### src/rtl/hit_event_manager.sv
// hit_event_manager
//   Collision manager that sits between the object drawers and the game controller.
//   Pixel-level collision flags are combinational. Pacman hits are registered into
//   once-per-frame pulses. Each accepted hit also becomes a typed, monster-tagged
//   event in a small FIFO that the consumer reads with valid/ready. After a
//   pacman-monster hit is accepted, further monster hits are ignored for
//   HOLDOFF_FRAMES frames.
//
// Ports
//   clk, resetN                 clock, asynchronous active-low reset
//   startOfFrame                one-cycle pulse at each frame start
//   dr_pacman/tiles/bracket/coins, dr_monster[NUM_MONSTERS]   drawing requests
//   collision_pacman            comb, pacman over tile or bracket
//   collision_monster_tile      comb, per-monster over tile or bracket
//   collision_monster_pacman    comb, per-monster over pacman
//   wallHit/coinTaken/monsterHit  registered first-hit-of-frame pulses
//   evt_valid/evt_code/evt_ready  event FIFO head, code = {type[1:0], id}
//   evt_overflow                pulse when an event is dropped
//   holdoff_active              monster-hit holdoff counter is nonzero
module hit_event_manager #(
   parameter int NUM_MONSTERS   = 4,
   parameter int ID_W           = 3,
   parameter int FIFO_DEPTH     = 4,
   parameter int HOLDOFF_FRAMES = 2
) (
   input  logic                    clk,
   input  logic                    resetN,
   input  logic                    startOfFrame,
   input  logic                    dr_pacman,
   input  logic                    dr_tiles,
   input  logic                    dr_bracket,
   input  logic                    dr_coins,
   input  logic [NUM_MONSTERS-1:0] dr_monster,
   output logic                    collision_pacman,
   output logic [NUM_MONSTERS-1:0] collision_monster_tile,
   output logic [NUM_MONSTERS-1:0] collision_monster_pacman,
   output logic                    wallHit,
   output logic                    coinTaken,
   output logic                    monsterHit,
   output logic                    evt_valid,
   output logic [ID_W+1:0]         evt_code,
   input  logic                    evt_ready,
   output logic                    evt_overflow,
   output logic                    holdoff_active
);

   localparam int CODE_W = 2 + ID_W;
   localparam int AW     = (FIFO_DEPTH > 1) ? $clog2(FIFO_DEPTH) : 1;
   localparam int AW1    = AW + 1;
   localparam int HW     = (HOLDOFF_FRAMES > 0) ? $clog2(HOLDOFF_FRAMES + 1) : 1;

   localparam logic [AW:0]   DEPTH_C   = AW1'(FIFO_DEPTH);
   localparam logic [HW-1:0] HOLD_LOAD = HW'(HOLDOFF_FRAMES);
   localparam logic [1:0]    TYPE_WALL = 2'b00;
   localparam logic [1:0]    TYPE_COIN = 2'b01;
   localparam logic [1:0]    TYPE_MON  = 2'b10;

   logic                    flag_wall_q, flag_wall_d;
   logic                    flag_coin_q, flag_coin_d;
   logic [NUM_MONSTERS-1:0] flag_mon_q,  flag_mon_d;
   logic                    flag_mhit_q, flag_mhit_d;

   logic                    pend_wall_q, pend_wall_d;
   logic                    pend_coin_q, pend_coin_d;
   logic [NUM_MONSTERS-1:0] pend_mon_q,  pend_mon_d;

   logic                    wall_hit_q,    wall_hit_d;
   logic                    coin_taken_q,  coin_taken_d;
   logic                    monster_hit_q, monster_hit_d;
   logic                    overflow_q,    overflow_d;
   logic [HW-1:0]           holdoff_q,     holdoff_d;

   logic [CODE_W-1:0]       mem_q [FIFO_DEPTH];
   logic [AW-1:0]           wr_ptr_q, wr_ptr_d;
   logic [AW-1:0]           rd_ptr_q, rd_ptr_d;
   logic [AW:0]             count_q,  count_d;

   logic                    acc_wall, acc_coin;
   logic [NUM_MONSTERS-1:0] acc_mon;
   logic                    fw_eff, fc_eff, fmh_eff;
   logic [NUM_MONSTERS-1:0] fm_eff;

   logic                    sel_wall, sel_coin, have_pend;
   logic [NUM_MONSTERS-1:0] sel_mon;
   logic [CODE_W-1:0]       push_code;
   logic                    push, pop, full;
   logic                    clr_wall, clr_coin;
   logic [NUM_MONSTERS-1:0] clr_mon;

   assign collision_pacman         = dr_pacman & (dr_tiles | dr_bracket);
   assign collision_monster_tile   = dr_monster & {NUM_MONSTERS{dr_tiles | dr_bracket}};
   assign collision_monster_pacman = dr_monster & {NUM_MONSTERS{dr_pacman}};

   assign wallHit        = wall_hit_q;
   assign coinTaken      = coin_taken_q;
   assign monsterHit     = monster_hit_q;
   assign evt_overflow   = overflow_q;
   assign holdoff_active = (holdoff_q != '0);
   assign evt_valid      = (count_q != '0);
   assign evt_code       = mem_q[rd_ptr_q];

   // Acceptance: a collision coincident with startOfFrame sees the already-cleared flag.
   always_comb begin
      fw_eff  = flag_wall_q & ~startOfFrame;
      fc_eff  = flag_coin_q & ~startOfFrame;
      fm_eff  = flag_mon_q & {NUM_MONSTERS{~startOfFrame}};
      fmh_eff = flag_mhit_q & ~startOfFrame;

      acc_wall = dr_pacman & dr_tiles & ~fw_eff;
      acc_coin = dr_pacman & dr_coins & ~fc_eff;
      acc_mon  = collision_monster_pacman & ~fm_eff & {NUM_MONSTERS{~holdoff_active}};

      flag_wall_d = fw_eff | acc_wall;
      flag_coin_d = fc_eff | acc_coin;
      flag_mon_d  = fm_eff | acc_mon;
      flag_mhit_d = fmh_eff | (|acc_mon);

      wall_hit_d    = acc_wall;
      coin_taken_d  = acc_coin;
      monster_hit_d = (|acc_mon) & ~fmh_eff;
   end

   // Drain selection: lowest-index monster first, then coin, then wall.
   always_comb begin
      sel_mon   = '0;
      sel_coin  = 1'b0;
      sel_wall  = 1'b0;
      have_pend = 1'b0;
      push_code = '0;
      for (int i = 0; i < NUM_MONSTERS; i++) begin
         if (pend_mon_q[i] && !have_pend) begin
            sel_mon[i] = 1'b1;
            push_code  = {TYPE_MON, ID_W'(i)};
            have_pend  = 1'b1;
         end
      end
      if (!have_pend && pend_coin_q) begin
         sel_coin  = 1'b1;
         push_code = {TYPE_COIN, {ID_W{1'b0}}};
         have_pend = 1'b1;
      end else if (!have_pend && pend_wall_q) begin
         sel_wall  = 1'b1;
         push_code = {TYPE_WALL, {ID_W{1'b0}}};
         have_pend = 1'b1;
      end
   end

   // A full FIFO still takes a push when the head leaves in the same cycle.
   always_comb begin
      full = (count_q == DEPTH_C);
      pop  = evt_valid & evt_ready;
      push = have_pend & (~full | pop);

      clr_mon  = sel_mon & {NUM_MONSTERS{push}};
      clr_coin = sel_coin & push;
      clr_wall = sel_wall & push;

      pend_mon_d  = (pend_mon_q & ~clr_mon) | acc_mon;
      pend_coin_d = (pend_coin_q & ~clr_coin) | acc_coin;
      pend_wall_d = (pend_wall_q & ~clr_wall) | acc_wall;

      // A pending bit that drains this cycle frees its slot, so no loss in that case.
      overflow_d = (|(acc_mon & pend_mon_q & ~clr_mon)) |
                   (acc_coin & pend_coin_q & ~clr_coin) |
                   (acc_wall & pend_wall_q & ~clr_wall);

      wr_ptr_d = push ? wr_ptr_q + AW'(1) : wr_ptr_q;
      rd_ptr_d = pop  ? rd_ptr_q + AW'(1) : rd_ptr_q;
      count_d  = count_q;
      if (push && !pop)      count_d = count_q + AW1'(1);
      else if (pop && !push) count_d = count_q - AW1'(1);

      // Reload takes priority over the frame decrement.
      holdoff_d = holdoff_q;
      if (|acc_mon)                            holdoff_d = HOLD_LOAD;
      else if (startOfFrame && holdoff_q != '0) holdoff_d = holdoff_q - HW'(1);
   end

   always_ff @(posedge clk or negedge resetN) begin
      if (!resetN) begin
         flag_wall_q   <= 1'b0;
         flag_coin_q   <= 1'b0;
         flag_mon_q    <= '0;
         flag_mhit_q   <= 1'b0;
         pend_wall_q   <= 1'b0;
         pend_coin_q   <= 1'b0;
         pend_mon_q    <= '0;
         wall_hit_q    <= 1'b0;
         coin_taken_q  <= 1'b0;
         monster_hit_q <= 1'b0;
         overflow_q    <= 1'b0;
         holdoff_q     <= '0;
         wr_ptr_q      <= '0;
         rd_ptr_q      <= '0;
         count_q       <= '0;
      end else begin
         flag_wall_q   <= flag_wall_d;
         flag_coin_q   <= flag_coin_d;
         flag_mon_q    <= flag_mon_d;
         flag_mhit_q   <= flag_mhit_d;
         pend_wall_q   <= pend_wall_d;
         pend_coin_q   <= pend_coin_d;
         pend_mon_q    <= pend_mon_d;
         wall_hit_q    <= wall_hit_d;
         coin_taken_q  <= coin_taken_d;
         monster_hit_q <= monster_hit_d;
         overflow_q    <= overflow_d;
         holdoff_q     <= holdoff_d;
         wr_ptr_q      <= wr_ptr_d;
         rd_ptr_q      <= rd_ptr_d;
         count_q       <= count_d;
      end
   end

   always_ff @(posedge clk or negedge resetN) begin
      if (!resetN) begin
         for (int i = 0; i < FIFO_DEPTH; i++) mem_q[i] <= '0;
      end else if (push) begin
         mem_q[wr_ptr_q] <= push_code;
      end
   end

endmodule
### config.mk
export PLATFORM = sky130hd
export DESIGN_NAME = hit_event_manager
export DESIGN_NICKNAME = d
export VERILOG_FILES = /design/src/rtl/hit_event_manager.sv
export SDC_FILE = /design/constraint.sdc
export NUM_CORES = 1
export LEC_CHECK = 0
export ABC_CLOCK_PERIOD_IN_PS = 4700
export CAP_MARGIN = 20
export CORE_UTILIZATION = 59
export CTS_BUF_LIST = sky130_fd_sc_hd__clkbuf_2 sky130_fd_sc_hd__clkbuf_4 sky130_fd_sc_hd__clkbuf_8
export DETAILED_ROUTE_END_ITERATION = 6
export PLACE_DENSITY = 0.95
export SLEW_MARGIN = 20
export SYNTH_ARGS = -nofsm -noshare
export SYNTH_HDL_FRONTEND = slang
export SYNTH_SLANG_ARGS = --single-unit
### constraint.sdc
create_clock -name clk -period 4.7 [get_ports clk]
set_clock_uncertainty 0.05 [all_clocks]
set_input_delay 0.47 -clock clk [delete_from_list [all_inputs] [get_ports clk]]
set_output_delay 0.47 -clock clk [all_outputs]
set_load 0.01 [all_outputs]
==> results.ini, run 1 <==
[clocking]
htreeDepth = 2
cts_hold_buffers = 0
cts.sinks = 42
cts_tree = built
max-clock-path-buffers = 2
clkLatencyLatePin_ns = 0.35
cts_root_buf = clkbuf_4
clk_pin_slew_ns = 0.13
ctsResizeCount = 0
cts_buffers = 5
cts_setup_buffers = 0

[timing]
report.final.setup_viol = 0
hold_viol_final = 0
finalSetupTns_ns = 0
maxSlewHeadroom_pct = 41.2
worst_slew_pin_slew_ns = 0.882
min_period_ns = 2.63
fmax_mhz = 380
slew_viol_final = 0
holdWs_ns = 0.175
worst_slack_ns = 2.07
grt_setup_unrepaired = no
finalCritPeriodShare_pct = 56.0

[global_route]
use_met3_pct = 6.18
grt-ovfl-total = 0
antenna_found_initial = 0
grt_pass1_vias = 1441
grt_pass1_wl_mm = 6.28
grt_use_total_pct = 23.8
grt_max_degree = 43
use_met2_pct = 42.7
met1_usage_pct = 27.1
grt_busiest_layer = met2

[worst_setup_path]
cp.arrival_ns = 2.83
critPathSlowestCell = or4b_2
path_class = in2reg
endpoint_kind = flip-flop
reg2reg_setup_slack_ns = 2.14
worstSetupStartpointType = primary input
max_stage_delay_ns = 0.72
startpoint = evt_ready
crit_path_end = count_q[1]
r2r-end = count_q[1]
crit_chain = clkdlybuf4s50_1, or4b_2, o21a_1, ha_1, inv_1, fa_1, mux2_2
cp_data_required_time_ns = 4.90
path_max_fanout = 5
r2r_cells = 6
r2r-start = count_q[1]

[layout]
n_antenna_cell = 0
nNetsFinal = 232
drive_above_1_share_pct = 13.6
stdcell_count = 258
num-fill-cells = 227
layout_commonest_cell = dfrtp_1
final_cell_mix = 42 x dfrtp_1, 29 x clkdlybuf4s50_1, 26 x nand2_1
post-route-util_pct = 77.6
area_delta_synth_final_pct = 21.7

[drt]
post_drt_wl_per_cell_um = 14.0
drtIter0Drc = 43
first_pass_iters = 4
drc = 0
vias_per_cell = 5.37
totalWireLength_mm = 3.62
antenna_left = 0
vias = 1385

[placed_design]
dpl.hpwl_mm = 2.85
place_congestion = 0.763
dpl.cell_count = 250
dp_worst_setup_slack_ns = 1.70
io_buffers = 30

[run]
drv_cap = 0

[pwr]
switching_share_pct = 33.9
clockPowerShare_pct = 20.0
p_int_w = 0.000970
leakage_nw = 1.16
power_frac_seq_pct = 39.9
ir_drop_mv = 0.285
powerDensity_nw_per_um2 = 600
power_switching_w = 0.000497
p_comb_share_pct = 40.1

[synthesis]
syn_area_sq_um = 2010
synth.area.top_cells = dfrtp_1 52%, mux2_2 5.0%, nand2_1 4.9%, mux4_2 4.5%, ha_1 3.7%
netlist.area_leader.share_pct = 52.3
synth_cells = 180
synth_fp_nets = 199
ys_seq_area_share_pct = 52.3
yosys_warnings = 0
synth.distinct_cells = 37
synth_seq_cells = 42
synth_top_cell_by_area = dfrtp_1
syn_area_per_cell_sq_um = 11.2

[floorplanning]
die_y_um = 60.4
design.core.area_sq_um = 3150
initial_core_util_pct = 63.8
num_rows = 20
io_pins = 32
dieWidth_um = 60.4
die-area_sq_um = 3650

[status]
status = finished clean

[worst_hold_path]
hp-class = in2async

[power groups by stage]
stage          logic, W  registers (W)  clock network (W)
2_1_floorplan  0.000439       0.000559                  0
3_3_place_gp   0.000555       0.000581                  0
3_5_place_dp   0.000594       0.000595                  0
4_1_cts        0.000597       0.000587           0.000300
5_1_grt        0.000654       0.000602           0.000318
6_report       0.000588       0.000586           0.000293
[cell type report]
class,count,area (sq um),area share (%)
Multi-Input combinational cell,121,885,36.2
Clock buffer,6,51.3,2.10
Clock inverter,2,60.1,2.46
Tap cell,44,55.1,2.25
Timing Repair Buffer,30,295,12.1
Inverter,13,48.8,1.99
Sequential cell,42,1050,43.0
[routing by layer]
metal / vias to the layer above / wire length [um]
li1: 675 / -
met1: 667 / 1480
met2: 35 / 1920
met3: 8 / 161
met4: 0 / 61
met5: - / 0
[cell families (layout without fill, tap and decap cells)]
| group | after synthesis | in the layout | share of synthesized area (%) |
|---|---|---|---|
| and+or+nand+nor | 66 | 66 | 17.3 |
| DFF | 42 | 42 | 52.3 |
| AOI/OAI and AO/OA | 27 | 27 | 9.21 |
| buffers and inverters | 17 | 51 | 3.73 |
| muxes | 13 | 13 | 9.52 |
| adders and majority gates | 7 | 7 | 4.73 |
| xor gates and xnor gates | 7 | 7 | 3.05 |
| other | 1 | 1 | 0.187 |
[through the flow]
step	power, W	cell area, sq um
after floorplan	0.000997	2010
after global placement	0.00114	2330
after detailed placement	0.00119	2330
after CTS	0.00148	2450
after global routing	0.00157	2450
final	0.00147	2450
[worst min-delay path by stage]
stage	start	end	slack (ns)	cells after the start
detailed placement	flag_mhit_q	monsterHit	0.40	1
CTS	resetN	mem_q[18]	0.20	1
finish	resetN	mem_q[18]	0.18	1
global placement	flag_mhit_q	monsterHit	0.39	1
floorplan	resetN	coinTaken	0.12	0
global route	resetN	mem_q[18]	0.23	1
[flip-flops by register name (all words and copies together) (netlist names), 2 cells and up]
register	flops
mem_q	16
flag_mon_q	4
pend_mon_q	4
count_q	3
holdoff_q	2
rd_ptr_q	2
wr_ptr_q	2
[Yosys cell counts, drive strengths merged]
master,n
ha,6
nor2,5
and4b,1
a21oi,3
or4,2
o211ai,5
and2,5
or4b,1
nand2,26
or2,1
fa,1
o21ai,13
or3,2
xnor2,5
o31ai,1
mux2,9
xor2,2
nand3,7
nand2b,8
a21o,1
o21a,1
nor3,1
o22ai,2
buf,2
o41ai,1
conb,1
mux4,4
and3,1
nor4b,1
dfrtp,42
clkbuf,2
nor2b,5
inv,13
[critical path: cells and delay by family]
| kind | cells | cell delay (ns) |
|---|---|---|
| buffers and inverters | 2 | 0.54 |
| multiplexers | 1 | 0.28 |
| AO/OA/AOI/OAI | 1 | 0.20 |
| AND/OR/NAND/NOR | 1 | 0.72 |
| adder cells (fa/ha/maj) | 2 | 0.63 |
(Power assumes the default switching activity.)
==> inputs of run 2 (changes only) <==
Settings changed: ABC_CLOCK_PERIOD_IN_PS 4700 to 2600, CORE_UTILIZATION 59 to 55, PLACE_DENSITY 0.95 to 0.9.
Clock period 4.7 ns to 2.6 ns, I/O delays scaled along.
==> results.ini, run 2 (synthesis results as in run 1) <==
[floorplanning]
io_pins = 32
num_rows = 21
die_y_um = 62.5
design.core.area_sq_um = 3420
die-area_sq_um = 3900
initial_core_util_pct = 58.9
dieWidth_um = 62.5

[timing]
worst_slew_pin_slew_ns = 0.897
finalCritPeriodShare_pct = 93.4
min_period_ns = 2.43
grt_setup_unrepaired = no
worst_slack_ns = 0.171
maxSlewHeadroom_pct = 40.2
slew_viol_final = 0
report.final.setup_viol = 0
hold_viol_final = 0
fmax_mhz = 412

[drt]
drtIter0Drc = 93
drc = 0
vias_per_cell = 5.19
post_drt_wl_per_cell_um = 13.7
antenna_left = 0
vias = 1370
totalWireLength_mm = 3.61
first_pass_iters = 4

[global_route]
grt_pass1_vias = 1446
grt-ovfl-total = 0
grt_use_total_pct = 21.8
antenna_found_initial = 0
grt_max_degree = 43
grt_pass1_wl_mm = 6.49

[layout]
post-route-util_pct = 71.2
final_cell_mix = 42 x dfrtp_1, 29 x clkdlybuf4s50_1, 26 x nand2_1
nNetsFinal = 236
top_regs = mem_q: 16 flops, flag_mon_q: 4 flops, pend_mon_q: 4 flops
regMostFlops = mem_q
drive_above_1_share_pct = 14.7
layout_commonest_cell = dfrtp_1
area_delta_synth_final_pct = 21.0
largest_reg_flops = 16
n_antenna_cell = 0
num-fill-cells = 261

[placed_design]
dpl.hpwl_mm = 2.70
io_buffers = 30
dp_worst_setup_slack_ns = -0.000300
place_congestion = 0.754

[pwr]
clockPowerShare_pct = 13.9
p_int_w = 0.00159
power_frac_seq_pct = 42.8
power_switching_w = 0.000894
p_comb_share_pct = 43.4
powerDensity_nw_per_um2 = 1020
leakage_nw = 1.15
ir_drop_mv = 0.525
switching_share_pct = 36.0
finalPower_w = 0.00248

[worst_hold_path]
min_path_cells = 1
hp-start = flag_mhit_q
hp-class = reg2reg
holdPathEnd = monsterHit

[worst_setup_path]
cp.arrival_ns = 2.62
r2r-start = count_q[1]
cp_data_required_time_ns = 2.80
r2r-end = count_q[1]
r2r_cells = 6
path_max_fanout = 5
endpoint_kind = flip-flop
worstSetupStartpointType = flip-flop
path_class = reg2reg
reg2reg_setup_slack_ns = 0.17

[clocking]
max-clock-path-buffers = 2
htreeDepth = 2
cts.sinks = 42
cts_buffers = 5
cts_tree = built
ctsResizeCount = 0
cts_root_buf = clkbuf_4
clk_pin_slew_ns = 0.12
clkLatencyLatePin_ns = 0.34

[status]
status = finished clean

[run]
drv_cap = 0

[run 2: cell count changes in the layout (fill, tap and decap cells not counted)]
| cell | change |
|---|---|
| bufinv_16 | -2 |
| dlygate4sd3_1 | +1 |
| buf_4 | +3 |
| clkbuf_4 | +1 |
| clkinv_2 | +1 |
[run 2: routing by layer]
| layer | up-vias | routed length [um] | GRT usage [%] |
|---|---|---|---|
| li1 | 692 | - | - |
| met1 | 642 | 1710 | 29.0 |
| met2 | 29 | 1700 | 33.4 |
| met3 | 7 | 136 | 7.12 |
| met4 | 0 | 63 | 7.85 |
| met5 | - | 0 | 0 |
[run 2: timing repair]
action	in CTS	in global routing
hold buffers	1	0
endpoints found under the hold margin	11	0
setup buffers	0	0
[run 2: worst max-delay path, stage by stage, from the launching register on]
cell	delay [ns]
dfrtp_1	0.46
or4b_2	0.70
o21a_1	0.15
ha_1	0.22
inv_1	0.09
fa_1	0.40
mux2_2	0.26
[run 2: per-stage QoR]
step | hold WS (ns) | setup TNS, ns | instance area, sq um | instances
2_1_floorplan | -0.0856 | 0 | 2010 | 180
3_5_place_dp | 0.389 | -0.000300 | 2360 | 255
3_3_place_gp | 0.386 | 0 | 2360 | 255
5_1_grt | 0.412 | 0 | 2430 | 264
4_1_cts | 0.425 | 0 | 2430 | 264
6_report | 0.415 | 0 | 2430 | 264
[run 2: how the worst max path moves through the flow]
| stage | start | to | slack [ns] | cells past startpoint |
|---|---|---|---|---|
| 5_1_grt | count_q[1] | count_q[1] | 0.08 | 6 |
| 3_5_place_dp | evt_ready | count_q[1] | -0.0003 | 7 |
| 4_1_cts | count_q[1] | count_q[1] | 0.16 | 6 |
| 6_report | count_q[1] | count_q[1] | 0.17 | 6 |
| 3_3_place_gp | evt_ready | count_q[1] | 0.06 | 7 |
| 2_1_floorplan | count_q[1] | count_q[1] | 0.18 | 6 |
[run 2: power by group through the flow]
stage	Combinational (W)	Clock, W	Sequential, W
final	0.00108	0.000345	0.00106
after global routing	0.00121	0.000384	0.00109
after CTS	0.00109	0.000352	0.00106
after detailed placement	0.00108	0	0.00107
after global placement	0.00103	0	0.00106
after floorplan	0.000793	0	0.00101
[run 2: layout make-up]
class	instances	area [sq um]	share of cell area, %
Clock buffer	7	58.8	2.42
Clock inverter	1	5.00	0.206
Inverter	13	48.8	2.01
Multi-Input combinational cell	121	885	36.3
Sequential cell	42	1050	43.2
Tap cell	46	57.6	2.37
Timing Repair Buffer	34	328	13.5
==> variant 1, RTL diff (config.mk and constraints of run 2) <==
Register the output `evt_overflow` once more, with the module's reset; this adds one clock of latency there. The other outputs are not delayed to match.
--- a/src/rtl/hit_event_manager.sv
+++ b/src/rtl/hit_event_manager.sv
@@ -95,5 +95,11 @@
    assign coinTaken      = coin_taken_q;
    assign monsterHit     = monster_hit_q;
-   assign evt_overflow   = overflow_q;
+   always_ff @(posedge clk or negedge resetN) begin
+      if (!resetN) begin
+         evt_overflow <= '0;
+      end else begin
+         evt_overflow <= overflow_q;
+      end
+   end
    assign holdoff_active = (holdoff_q != '0);
    assign evt_valid      = (count_q != '0);
Function: changed (Yosys sat finds a counterexample within 4 cycles, from zero or initial values and one cycle with resetN low).
==> variant 1 against run 2 <==
Synthesized area up 3.3%. Routed wire length up 3.1%. Core utilization up 1.8 points. Sequential cell count up 1. Via count up 5.8%. Critical path type unchanged. Highest routed layer unchanged. Worst setup slack better by 0.11 ns. Maximum frequency up 4.7%. Design area up 4.1%. Power up 7.9%.
==> variant 1: results (changes against run 2) <==
cell family with most CP delay adder cells; Worst setup startpoint pend_mon_q[3]$_DFF_PN0_; sequential-to-total area share from yosys stat 0.518 (-0.00464); H-tree Lvls 2 (unchanged); cts repair resizes 0 (unchanged); Total GRT Usage 0.214 (-0.00440); synth warn 0 (unchanged); Post-CTS Hold Fix Bufs 0 (-1); HPWL Detailed 2740 um (+1.4%); critical path arrival 2.45 ns (-0.17 ns); R2R cell count 6 (unchanged); EDFF count, synth 0 (unchanged); Tightest Hold Check Type in -> async; max_slew headroom 0.383 (-0.0190); Ant. Diodes 0 (unchanged); largest net degree at the start of global routing 44 (+2.3%); IO buf count 30 (unchanged); clk_lat worst skew 0.30 ns (-0.04 ns); root buffer cell clkbuf_8; gpl congestion 0.818 (+8.6%); nets 237 (+0.42%); vias in the first global route 1440 (-0.41%); initial antenna violation count 0 (unchanged); flop2flop setup slack 0.28 ns (+0.11 ns); Max FO, Critical Path 4 (-1); clock slew at reported path FFs 0.08 ns (-0.04 ns); Antenna Nets Post-Route 0 (unchanged); post-CTS setup buffers 0 (unchanged); fill count 255 (-2.3%); cts bufs inserted 5 (unchanged); CP max-delay cell or4_4; syn_nets 201 (+1.0%); Async SR Flop Fraction 1.00 (unchanged); Area contributors post-synth dfrtp_1 52%, mux2_2 4.9%, nand2_1 4.7%; first-pass GRT wire length 6510 um (+0.22%); number of vias per cell 5.47 (+5.4%); biggest regs mem_q: 16 flops, flag_mon_q: 4 flops, pend_mon_q: 4 flops; Largest stage delay, worst path 0.54 ns (-0.16 ns); status finished clean; DRT Pass-1 Iters 4 (unchanged); clk buf depth 2 (unchanged); Leak 1.18 nW (+1.8%); top post-synthesis cells by count 43 x dfrtp_1, 26 x nand2_1, 13 x o21ai_0; drt wl/cell 14.0 um (+2.7%); layout cell share with drive strength beyond 1 0.155 (+0.00846); critical path capture point count_q[1]$_DFFE_PN0P_; maximum VDD drop 0.528 mV (+0.45%); Netlist cell types 39 (+5.4%); 1st-iter DRT viols 39 (-58%)
==> variant 1: layer usage <==
metal,track usage,share of wire,vias up
met1,0.276,0.46,710
met3,0.0562,0.040,5
met2,0.346,0.49,35
li1,-,-,700
met5,0,0,-
met4,0.0767,0.014,0
==> variant 1: final cells by class <==
type	instances	area (um^2)	area share
flip-flops and latches	43	1080	0.425
multi-input cells	123	930	0.367
repair buffers	34	325	0.128
clock buffers	7	96.3	0.0380
well taps	46	57.6	0.0227
inverters	11	41.3	0.0163
clock inverters	1	7.51	0.00296
==> variant 1: logic make-up after synthesis <==
| logic type | after synthesis | synth area share |
|---|---|---|
| simple gates | 67 | 0.171 |
| flops | 43 | 0.518 |
| compound gates | 28 | 0.107 |
| buf+inv | 16 | 0.0343 |
| mux | 13 | 0.0922 |
| fa+ha+maj | 7 | 0.0458 |
| xor+xnor | 7 | 0.0295 |
| other cells | 1 | 0.00181 |
==> variant 1: stage by stage <==
step / setup slack (ns) / total power [mW] / instance area [um^2] / instances / hold WS, ns
2_1_floorplan: 0.189 / 1.88 / 2080 / 182 / -0.0856
3_3_place_gp: 0.145 / 2.18 / 2430 / 257 / 0.287
3_5_place_dp: 0.0641 / 2.24 / 2430 / 257 / 0.303
4_1_cts: 0.267 / 2.71 / 2530 / 265 / 0.0721
5_1_grt: 0.165 / 2.88 / 2530 / 265 / 0.124
6_report: 0.280 / 2.68 / 2530 / 265 / 0.0403
==> variant 1: power by group <==
part,switching (mW),total (mW),internal (mW)
clock,0.222,0.463,0.241
sequential,0.185,1.08,0.896
combinational,0.544,1.14,0.591
total,0.951,2.68,1.73
==> variant 2, RTL diff (flow settings as in run 2) <==
Without the edit above. Set the parameter `NUM_MONSTERS` to 8 (it was 4).
--- a/src/rtl/hit_event_manager.sv
+++ b/src/rtl/hit_event_manager.sv
@@ -19,5 +19,5 @@
 //   holdoff_active              monster-hit holdoff counter is nonzero
 module hit_event_manager #(
-   parameter int NUM_MONSTERS   = 4,
+   parameter int NUM_MONSTERS   = 8,
    parameter int ID_W           = 3,
    parameter int FIFO_DEPTH     = 4,
Interface: changed (resized collision_monster_pacman, collision_monster_tile and dr_monster); port bits go from 32 to 44. No check against the original RTL was run, so the function may have changed too.
==> variant 2 against run 2 <==
Synthesized area rose by 33%. Final cell count up 37%. Sequential share of layout area decreased by 2.2 points. Power is 47% higher. Worst setup slack lost 0.033 ns. Sequential cell count up 12. Design area increased by 36%. Non-clock buffer count grew 14. Sequential power increased by 33%. Die area is 32% higher. Routed wire length up 46%. Worst hold slack got worse by 0.0081 ns.
==> variant 2: results (changes against run 2) <==
final hold slack 0.407 ns (-0.00814 ns); Total Wirelength 5280 um (+46%); HPWL Detailed 4060 um (+50%); met1 WL 2160 um (+26%); biggest regs mem_q: 20 flops, flag_mon_q: 8 flops, pend_mon_q: 8 flops; Placed Cells incl. Taps 353 (+38%); largest net degree at the start of global routing 29 (-33%); critical path arrival 2.61 ns (about the same); clock slew at reported path FFs 0.09 ns (-0.03 ns); met2 wire len 2730 um (+61%); placed cell areas 3180 um^2 (+35%); Netlist cell types 43 (+16%); flop2flop setup slack 0.14 ns (-0.03 ns); Avg Cell Area, Syn 10.3 um^2 (-7.8%); maximum VDD drop 0.538 mV (+2.3%); Largest stage delay, worst path 0.67 ns (-0.03 ns); cts bufs inserted 5 (unchanged); initial antenna violation count 0 (unchanged); clk_lat worst skew 0.31 ns (-0.03 ns); Met3 Routed Length 279 um (+110%); Ant. Diodes 0 (unchanged); sequential-to-total area share from yosys stat 0.504 (-0.0183); Async SR Flop Fraction 1.00 (unchanged); layout cell share with drive strength beyond 1 0.107 (-0.0396); Leak 1.56 nW (+35%); IO buf count 43 (+43%); Area contributors post-synth dfrtp_1 50%, nand2_1 7.4%, mux4_2 4.2%; clk buf depth 2 (unchanged); P_sw 1.38 mW (+55%); Tightest Hold Check Type reg -> reg; R2R cell count 6 (unchanged); max_slew headroom 0.548 (+0.146); nets 330 (+40%); drt wl/cell 14.6 um (+6.7%); comb pwr 1.68 mW (+56%); CP max-delay cell nor4b_4; number of vias per cell 5.61 (+8.2%); first-pass GRT wire length 9070 um (+40%); FF-to-FF Start count_q[0]$_DFFE_PN0P_; Max FO, Critical Path 9 (+4); syn_nets 283 (+42%); status finished clean; DRT Pass-1 Iters 4 (unchanged); cell family with most CP delay simple AND/OR/NAND/NOR gates; sequential power share 0.386 (-0.042); top post-synthesis cells by count 54 x dfrtp_1, 53 x nand2_1, 16 x o21ai_0; post-placement setup slack -0.0900 ns (-0.0897 ns); Total GRT Usage 0.229 (+0.0109); 1st-iter DRT viols 97 (+4.3%); vias in the first global route 2050 (+42%); root buffer cell clkbuf_8; Tot Pwr 3.64 mW (+47%); gpl congestion 0.920 (+22%)
## variant 2: layer usage
| metal | global-route usage | vias up |
|---|---|---|
| met2 | 0.403 | 76 |
| met1 | 0.266 | 956 |
| met4 | 0.0980 | 0 |
| met5 | 0 | - |
| li1 | - | 985 |
| met3 | 0.0563 | 15 |
## variant 2: layout make-up
class,count,area [um^2]
Sequential cell,54,1350
Multi-Input combinational cell,186,1240
Fill cell,342,1390
Clock inverter,2,37.5
Clock buffer,6,76.3
Inverter,12,45.0
Timing Repair Buffer,48,478
Tap cell,54,67.6
## variant 2: kinds of logic (layout without fill, tap and decap cells)
| kind of cell | Yosys count | in the layout | synth area share |
|---|---|---|---|
| AOI/OAI and AO/OA | 36 | 36 | 0.0948 |
| xor gates and xnor gates | 7 | 7 | 0.0229 |
| adders and majority gates | 7 | 7 | 0.0355 |
| DFF | 54 | 54 | 0.504 |
| buffers and inverters | 20 | 68 | 0.0313 |
| and+or+nand+nor | 122 | 122 | 0.231 |
| muxes | 14 | 14 | 0.0799 |
## variant 2: how the worst max path moves through the flow
stage	from	end	slack [ns]
after global placement	evt_ready	count_q[1]$_DFFE_PN0P_	-0.008
after detailed placement	evt_ready	count_q[1]$_DFFE_PN0P_	-0.09
after global routing	count_q[0]$_DFFE_PN0P_	count_q[1]$_DFFE_PN0P_	0.006
final	count_q[0]$_DFFE_PN0P_	count_q[1]$_DFFE_PN0P_	0.14
after floorplan	count_q[0]$_DFFE_PN0P_	count_q[1]$_DFFE_PN0P_	0.22
after CTS	count_q[0]$_DFFE_PN0P_	count_q[1]$_DFFE_PN0P_	0.11
## variant 2: repair_timing
item,CTS,global route
hold endpoints to repair,26,0
hold buffers,1,0
setup endpoints to repair,0,0
